$ cat src/rtl/pc_gen_pipe.sv
// Fetch PC generator for the pipelined core: sequences the PC through a valid/ready
// handshake to IF and applies trap, branch/jump and halt redirects with one-cycle latency.
module pc_gen_pipe #(
  parameter int unsigned          ADDR_W     = 32,
  parameter int unsigned          XLEN       = 64,
  parameter logic [ADDR_W-1:0]    RESET_VEC  = 32'h8000_0000,
  parameter int unsigned          INST_BYTES = 4,
  parameter int unsigned          ALIGN_MASK = 3
) (
  input  logic              clk,
  input  logic              rst,
  input  logic              ex_valid,
  input  logic [2:0]        ex_branch,
  input  logic              ex_zero,
  input  logic              ex_less,
  input  logic [ADDR_W-1:0] ex_pc,
  input  logic [XLEN-1:0]   ex_src1,
  input  logic [XLEN-1:0]   ex_imm,
  input  logic              trap_valid,
  input  logic [ADDR_W-1:0] trap_vec,
  input  logic              halt,
  output logic [ADDR_W-1:0] pc,
  output logic              pc_valid,
  input  logic              pc_ready,
  output logic              flush,
  output logic              misalign,
  output logic              halted
);

  localparam logic [ADDR_W-1:0] INC_C   = ADDR_W'(INST_BYTES);
  localparam logic [ADDR_W-1:0] ALIGN_C = ADDR_W'(ALIGN_MASK);

  typedef enum logic [1:0] {
    ST_BOOT = 2'd0,
    ST_RUN  = 2'd1,
    ST_HALT = 2'd2
  } state_t;

  state_t            state_q, state_d;
  logic [ADDR_W-1:0] pc_q, pc_d;

  logic              br_taken;
  logic              ex_taken;
  logic              tgt_aligned;
  logic [XLEN-1:0]   jalr_sum;
  logic [ADDR_W-1:0] target;
  logic              unused_bits;

  always_comb begin
    br_taken = 1'b0;
    case (ex_branch)
      3'b001, 3'b010: br_taken = 1'b1;
      3'b100:         br_taken = ex_zero;
      3'b101:         br_taken = !ex_zero;
      3'b110:         br_taken = ex_less;
      3'b111:         br_taken = !ex_less;
      default:        br_taken = 1'b0;
    endcase
  end

  // jalr adds at full operand width and keeps only the PC bits; others are pc-relative
  assign jalr_sum    = ex_src1 + ex_imm;
  assign target      = (ex_branch == 3'b010) ? {jalr_sum[ADDR_W-1:1], 1'b0}
                                             : ex_pc + ex_imm[ADDR_W-1:0];
  assign ex_taken    = ex_valid && br_taken;
  assign tgt_aligned = (target & ALIGN_C) == '0;
  assign unused_bits = ^jalr_sum;

  always_comb begin
    state_d  = state_q;
    pc_d     = pc_q;
    flush    = 1'b0;
    misalign = 1'b0;
    case (state_q)
      ST_BOOT: begin
        state_d = ST_RUN;
        if (trap_valid) pc_d = trap_vec;
      end
      ST_RUN: begin
        misalign = ex_taken && !tgt_aligned;
        if (trap_valid) begin
          pc_d  = trap_vec;
          flush = 1'b1;
        end else if (ex_taken && tgt_aligned) begin
          pc_d  = target;
          flush = 1'b1;
        end else if (halt) begin
          state_d = ST_HALT;
          flush   = 1'b1;
        end else if (pc_ready) begin
          pc_d = pc_q + INC_C;
        end
      end
      ST_HALT: begin
        if (trap_valid) begin
          pc_d    = trap_vec;
          state_d = ST_RUN;
          flush   = 1'b1;
        end
      end
      default: state_d = ST_BOOT;
    endcase
    // a reset cycle must not leak redirect side effects upstream
    if (rst) begin
      flush    = 1'b0;
      misalign = 1'b0;
    end
  end

  always_ff @(posedge clk) begin
    if (rst) begin
      state_q <= ST_BOOT;
      pc_q    <= RESET_VEC;
    end else begin
      state_q <= state_d;
      pc_q    <= pc_d;
    end
  end

  assign pc       = pc_q;
  assign pc_valid = (state_q == ST_RUN) && !rst;
  assign halted   = (state_q == ST_HALT) && !rst;

endmodule

$ cat config.mk
export PLATFORM = sky130hd
export DESIGN_NAME = pc_gen_pipe
export DESIGN_NICKNAME = d
export VERILOG_FILES = /design/src/rtl/pc_gen_pipe.sv
export SDC_FILE = /design/constraint.sdc
export NUM_CORES = 1
export LEC_CHECK = 0
export CORE_MARGIN = 2
export CORE_UTILIZATION = 46
export DETAILED_ROUTE_END_ITERATION = 12
export PLACE_DENSITY = 0.95
export SKIP_LAST_GASP = 1
export SYNTH_ARGS = -nofsm -noshare
export SYNTH_HDL_FRONTEND = slang
export SYNTH_SLANG_ARGS = --single-unit
export TNS_END_PERCENT = 20
$ cat constraint.sdc
create_clock -name clk -period 3.7 [get_ports clk]
set_input_delay 0.555 -clock clk [delete_from_list [all_inputs] [get_ports clk]]
set_output_delay 0.555 -clock clk [all_outputs]
set_load 0.01 [all_outputs]
# ---- Word level (Yosys, flattened, before mapping)
# Cells that the tools add are included.
dict set report totals {
  out_inout_bits 36
  register_bits 34
}
dict set report classes {
  reduce_logical 16
  addsub 3
  n_eq_ne 15
  muxes 21
}
# op count
set op_table {}
lappend op_table {{32-bit 2-to-1 mux} 6}
lappend op_table {{32-bit adder} 2}
lappend op_table {{32-bit one-hot mux with 2 select lines} 1}
lappend op_table {{32-bit by 3-bit adder with 32-bit output (second input constant)} 1}
lappend op_table {{32-bit zero test} 1}
lappend op_table {{3-bit equality test (second input constant)} 4}
lappend op_table {{2-bit 2-to-1 mux} 4}
lappend op_table {{2-bit inequality test (second input constant)} 4}
lappend op_table {{4-bit inequality test (second input constant)} 2}
lappend op_table {{4-bit AND reduction} 2}
lappend op_table {{1-bit 2-to-1 mux} 7}
lappend op_table {{2-bit one-hot mux with 3 select lines} 1}
lappend op_table {{1-bit logical AND} 5}
lappend op_table {{1-bit one-hot mux with 5 select lines} 1}
lappend op_table {{1-bit zero test} 4}
lappend op_table {{2-bit OR reduction} 2}
lappend op_table {{3-bit by 1-bit equality test with 1-bit output (second input constant)} 1}
lappend op_table {{3-bit by 2-bit equality test with 1-bit output (second input constant)} 1}
lappend op_table {{2-bit by 1-bit equality test with 1-bit output (second input constant)} 1}
lappend op_table {{2-bit equality test (second input constant)} 1}
lappend op_table {{2-bit zero test} 1}
lappend op_table {{2-bit by 1-bit inequality test with 1-bit output (second input constant)} 1}
lappend op_table {{1-bit one-hot mux with 2 select lines} 1}
lappend op_table {{2-bit nonzero test} 1}

# ---- Logic depth before layout (Yosys ltp)
dict set report logic_depth {
  ltp_word 9
  mapped_depth 12
}

# ---- Worst setup path after synthesis
# No wires, ideal clock.
dict set report synth_timing {
  path_kind {input-to-output}
  startpoint {in ex_pc[0]}
  endpoint {out flush}
  setup_slack_ns 0.613
  cell_stages 11
  t_arrival_ns 2.532
  path_cell_list {ha_1 fa_1 nor2_1 nor2_1 a21oi_2 and3_1 buf_2 buf_2 o31a_1 a21oi_1 nor3b_1}
}
dict set report synth_between {
  elab_chain_len 8
}
# item line_no
set synth_rtl {}
lappend synth_rtl {{start, declared} 16} ;# input logic [ADDR_W-1:0] ex_pc,
lappend synth_rtl {{32-bit adder} 64} ;# : ex_pc + ex_imm[ADDR_W-1:0];
lappend synth_rtl {{32-bit 2-to-1 mux} 63} ;# assign target = (ex_branch == 3'b010) ? {jalr_sum[ADDR_W-1:1], 1'b0}
lappend synth_rtl {{32-bit zero test} 66} ;# assign tgt_aligned = (target & ALIGN_C) == '0;
lappend synth_rtl {{1-bit logical AND} 84} ;# end else if (ex_taken && tgt_aligned) begin
lappend synth_rtl {{1-bit 2-to-1 mux} 84}
lappend synth_rtl {{1-bit 2-to-1 mux} 81} ;# if (trap_valid) begin
lappend synth_rtl {{1-bit one-hot mux with 2 select lines} 74} ;# case (state_q)
lappend synth_rtl {{1-bit 2-to-1 mux} 104} ;# if (rst) begin
lappend synth_rtl {{end, declared} 25} ;# output logic flush,
# Every way passes these cells.

# ---- Worst setup path in the final report
dict set report layout_timing {
  startpoint {in ex_imm[0]}
  endpoint {reg pc_q[14] (netlist: pc[14])}
}
dict set report layout_between {
  elab_chain_len 7
}
# item line_no
set layout_rtl {}
lappend layout_rtl {{start, declared} 18} ;# input logic [XLEN-1:0] ex_imm,
lappend layout_rtl {{32-bit adder (on tied branches)} {64, 62}}
lappend layout_rtl {{32-bit 2-to-1 mux (*)} 63}
lappend layout_rtl {{32-bit zero test} 66}
lappend layout_rtl {{1-bit logical AND} 84}
lappend layout_rtl {{32-bit 2-to-1 mux} 84}
lappend layout_rtl {{32-bit 2-to-1 mux} 81}
lappend layout_rtl {{32-bit one-hot mux with 2 select lines} 74}
lappend layout_rtl {{end signal, assigned} 116} ;# pc_q <= pc_d;
lappend layout_rtl {{end, declared} 40} ;# logic [ADDR_W-1:0] pc_q, pc_d;
# Mark *: on every way between the ends. The rest lies on a longest branch, timed or not.
# A chain may end at the register's enable or synchronous reset.

==> metrics.yaml <==
critPathLaunch: "ex_imm[0]"
ys_seq_elements: 34
dp_wirelength_mm: 18.1
hp-class: "flip-flop to flip-flop"
clock_sink_count: 34
path_cells: "clkdlybuf4s50_1, ha_1, fa_1, a21oi_2, o211ai_1, a2111oi_4, o21ai_1, xnor2_1, nor2_1, a2111oi_0, buf_4, o41ai_1"
yosysWarnings: 0
synth.mux.area_fraction: 0.0180
dp_cells: 1213
end_kind: "flip-flop"
synth_top_flop_cell: "sky130_fd_sc_hd__dfxtp_1"
grt_max_degree: 35
area.growth.synth_to_final_pct: 35.8
synthAdderAreaFrac: 0.138
largest_family_of_logic_cells_by_synthesized_area: "compound AO/OA/AOI/OAI gates"
finalInstanceArea_um2: 8500
dpl_worst_slack_ns: -0.0522
initial_core_util: 0.473
post-route-worst-setup-slack_ns: 0.177
synth_async_sr_flop_share: 0
crit_path_top_delay_cell: "sky130_fd_sc_hd__a2111oi_4"
clock_insertion_delay_worst_skew_ns: 0.28
final_layout_size_suffix_gt1_frac: 0.0689
worst_path_largest_cell_delay_ns: 0.48
synth.yosys.seq_area_share: 0.109
finish.net_count: 1315
clock_skew_ns: 0.00435
startpoint_of_the_most_critical_register_to_register_path: "state_q[0]$_SDFFE_PP0P_"
max_cap_viol_count: 0
cts_max_path_buffers: 2
synth_edf_count: 0
tritoncts.num_buffers: 5
i_o_pin_count: 239
accumulated_negative_setup_slack_ns: 0
ctsHoldBuffers: 0
stdcell_count: 1221
netlist_instances: 864
post_drt_wl_per_cell_um: 18.6
syn-cell-area_um2: 6260
crit_family: "compound AO/OA/AOI/OAI gates"
worstSetupPathDepth: 12
synthMostInstantiatedCell: "sky130_fd_sc_hd__a21oi_1"
netlist_top_cells_area: "sky130_fd_sc_hd__ha_1, sky130_fd_sc_hd__dfxtp_1, sky130_fd_sc_hd__a21oi_1"
cts_post_setup_buffers_inserted: 0
die_area_um2: 14600
wl_mm: 22.7
postSynthNetCount: 1135
synthXorXnorAreaFrac: 0.0949
synth_top_area_share: 0.132
antennaDiodeCount: 0
drt-vias-per-instance: 6.36
critPathCapture: "pc[14]$_SDFFE_PP0P_"
syn_avg_cell_area_um2: 7.25
ir_worst_vdd_mv: 0.234
placed_cell_area_um2: 8350
timing.final.setup_violations: 0
synth.cells.most_frequent: "sky130_fd_sc_hd__a21oi_1, sky130_fd_sc_hd__ha_1, sky130_fd_sc_hd__nor2_1"
die_height_um: 121
setup.worst_path.class: "primary input to flip-flop"
drt-pass1-iter-count: 6
layout_worst_path_cycle_share: 0.952
critical_register_to_register_path_endpoint: "pc[31]$_SDFFE_PP1P_"
clk_pin_slew_ns: 0.06
drt-initial-drc-count: 1089
p_leak_nw: 3.44
relSlewSlack: 0.572
antenna_violations_before_repair: 0
track_usage: 0.302
cts_tree: "done"
row_count: 42
cts-root-buf: "sky130_fd_sc_hd__clkbuf_16"
die_w_um: 121
grt_pass1_vias: 7191
worst_slew_pin_slew_ns: 0.639
remaining_drc_errors: 0
timing.critical_path.buf_inv: 2
globalRoute.totalOverflow: 0
core_area_um2: 13200
power_density_nw_per_um2: 373
critical_path.max_fanout: 3
reg2reg_slack_ns: 1.11
synth_top_area_cell: "sky130_fd_sc_hd__ha_1"
grt_pass1_wl_mm: 36.0
cp_data_required_time_ns: 3.86
final_replace_weighted_congestion: 0.947
post_synth_and_or_nand_nor_area_fraction: 0.252
run_status: "finished clean"
slew_violations: 0
vias: 7769
setup.worst_path.start_class: "primary input"
post_cts_resized: 0
grt_setup_unrepaired: "true"
timing_limited_maximum_frequency_ghz: 0.284
synth_compound_gate_area_share: 0.351
final.min_clock_period_ns: 3.52
finalHoldViolations: 0
ant_nets: 0
crit_arrival_ns: 3.68
port_buffers: 174
clock_tree.htree_level_count: 2
rr_worst_depth: 8
synth.lib_cells_used.distinct: 83
[metal layers]
layer / track usage / up-vias / wire [um]
met5: 0 / - / 0
met4: 0.0821 / 0 / 590
met3: 0.0344 / 57 / 2360
met2: 0.499 / 498 / 10300
met1: 0.417 / 3557 / 9480
li1: - / 3657 / -
[through the flow]
step,util,hold slack [ns],power [mW]
2_1_floorplan,-,0.494,1.86
3_3_place_gp,0.631,0.459,2.64
3_5_place_dp,0.631,0.476,2.68
4_1_cts,0.642,0.483,3.12
5_1_grt,0.642,0.499,3.36
6_report,0.642,0.481,3.17
[tightest hold or removal path, stage by stage (launching register included)]
cell                      delay, ns
sky130_fd_sc_hd__dfxtp_1       0.30
sky130_fd_sc_hd__o21ai_0       0.07
sky130_fd_sc_hd__a21oi_1       0.06
[worst min path at each step]
stage / cells after the start / from / endpoint
4_1_cts: 2 / pc[1]$_SDFFE_PP0P_ / pc[1]$_SDFFE_PP0P_
2_1_floorplan: 2 / pc[0]$_SDFFE_PP0P_ / pc[0]$_SDFFE_PP0P_
5_1_grt: 2 / pc[0]$_SDFFE_PP0P_ / pc[0]$_SDFFE_PP0P_
6_report: 2 / pc[1]$_SDFFE_PP0P_ / pc[1]$_SDFFE_PP0P_
3_5_place_dp: 2 / pc[1]$_SDFFE_PP0P_ / pc[1]$_SDFFE_PP0P_
3_3_place_gp: 2 / pc[1]$_SDFFE_PP0P_ / pc[1]$_SDFFE_PP0P_
[flip-flops by register name (all words and copies together), names as in the netlist]
| name | flops |
|---|---|
| state_q | 2 |
| pc | 32 |
[placed cells by master, fill, tap and decap left out, types with 11 or more instances in the layout]
cell / instances
sky130_fd_sc_hd__xor2_1: 31
sky130_fd_sc_hd__a21o_1: 26
sky130_fd_sc_hd__xnor2_1: 35
sky130_fd_sc_hd__nand2_1: 63
sky130_fd_sc_hd__a211oi_1: 11
sky130_fd_sc_hd__nand3_1: 39
sky130_fd_sc_hd__clkdlybuf4s50_1: 173
sky130_fd_sc_hd__o21ai_0: 57
sky130_fd_sc_hd__buf_4: 37
sky130_fd_sc_hd__nor2_1: 66
sky130_fd_sc_hd__and3_1: 29
sky130_fd_sc_hd__o21a_1: 17
sky130_fd_sc_hd__a31oi_1: 12
sky130_fd_sc_hd__nor3_1: 23
sky130_fd_sc_hd__dfxtp_1: 34
sky130_fd_sc_hd__nand4_1: 16
sky130_fd_sc_hd__or3_1: 14
sky130_fd_sc_hd__ha_1: 66
sky130_fd_sc_hd__a21oi_1: 89
sky130_fd_sc_hd__inv_1: 19
sky130_fd_sc_hd__o211ai_1: 15
[where the power goes]
group	switching (mW)	internal, mW
logic	1.08	0.962
registers	0.207	0.496
clock network	0.159	0.267
total	1.45	1.73
[logic make-up after synthesis]
group	count (synthesis)
AOI/OAI and AO/OA	322
xor gates and xnor gates	67
adders and majority gates	68
buffers and inverters	57
DFF	34
muxes	11
and+or+nand+nor	305
[area by class of cell]
cell class,instances,area (um^2)
clock buffers,7,143
clock inverters,1,5.00
fillers,1120,4740
inverters,19,71.3
multi-input cells,773,5360
flip-flops and latches,34,681
well taps,176,220
repair buffers,211,2020
No activity file was read; power rests on OpenSTA's default activity.
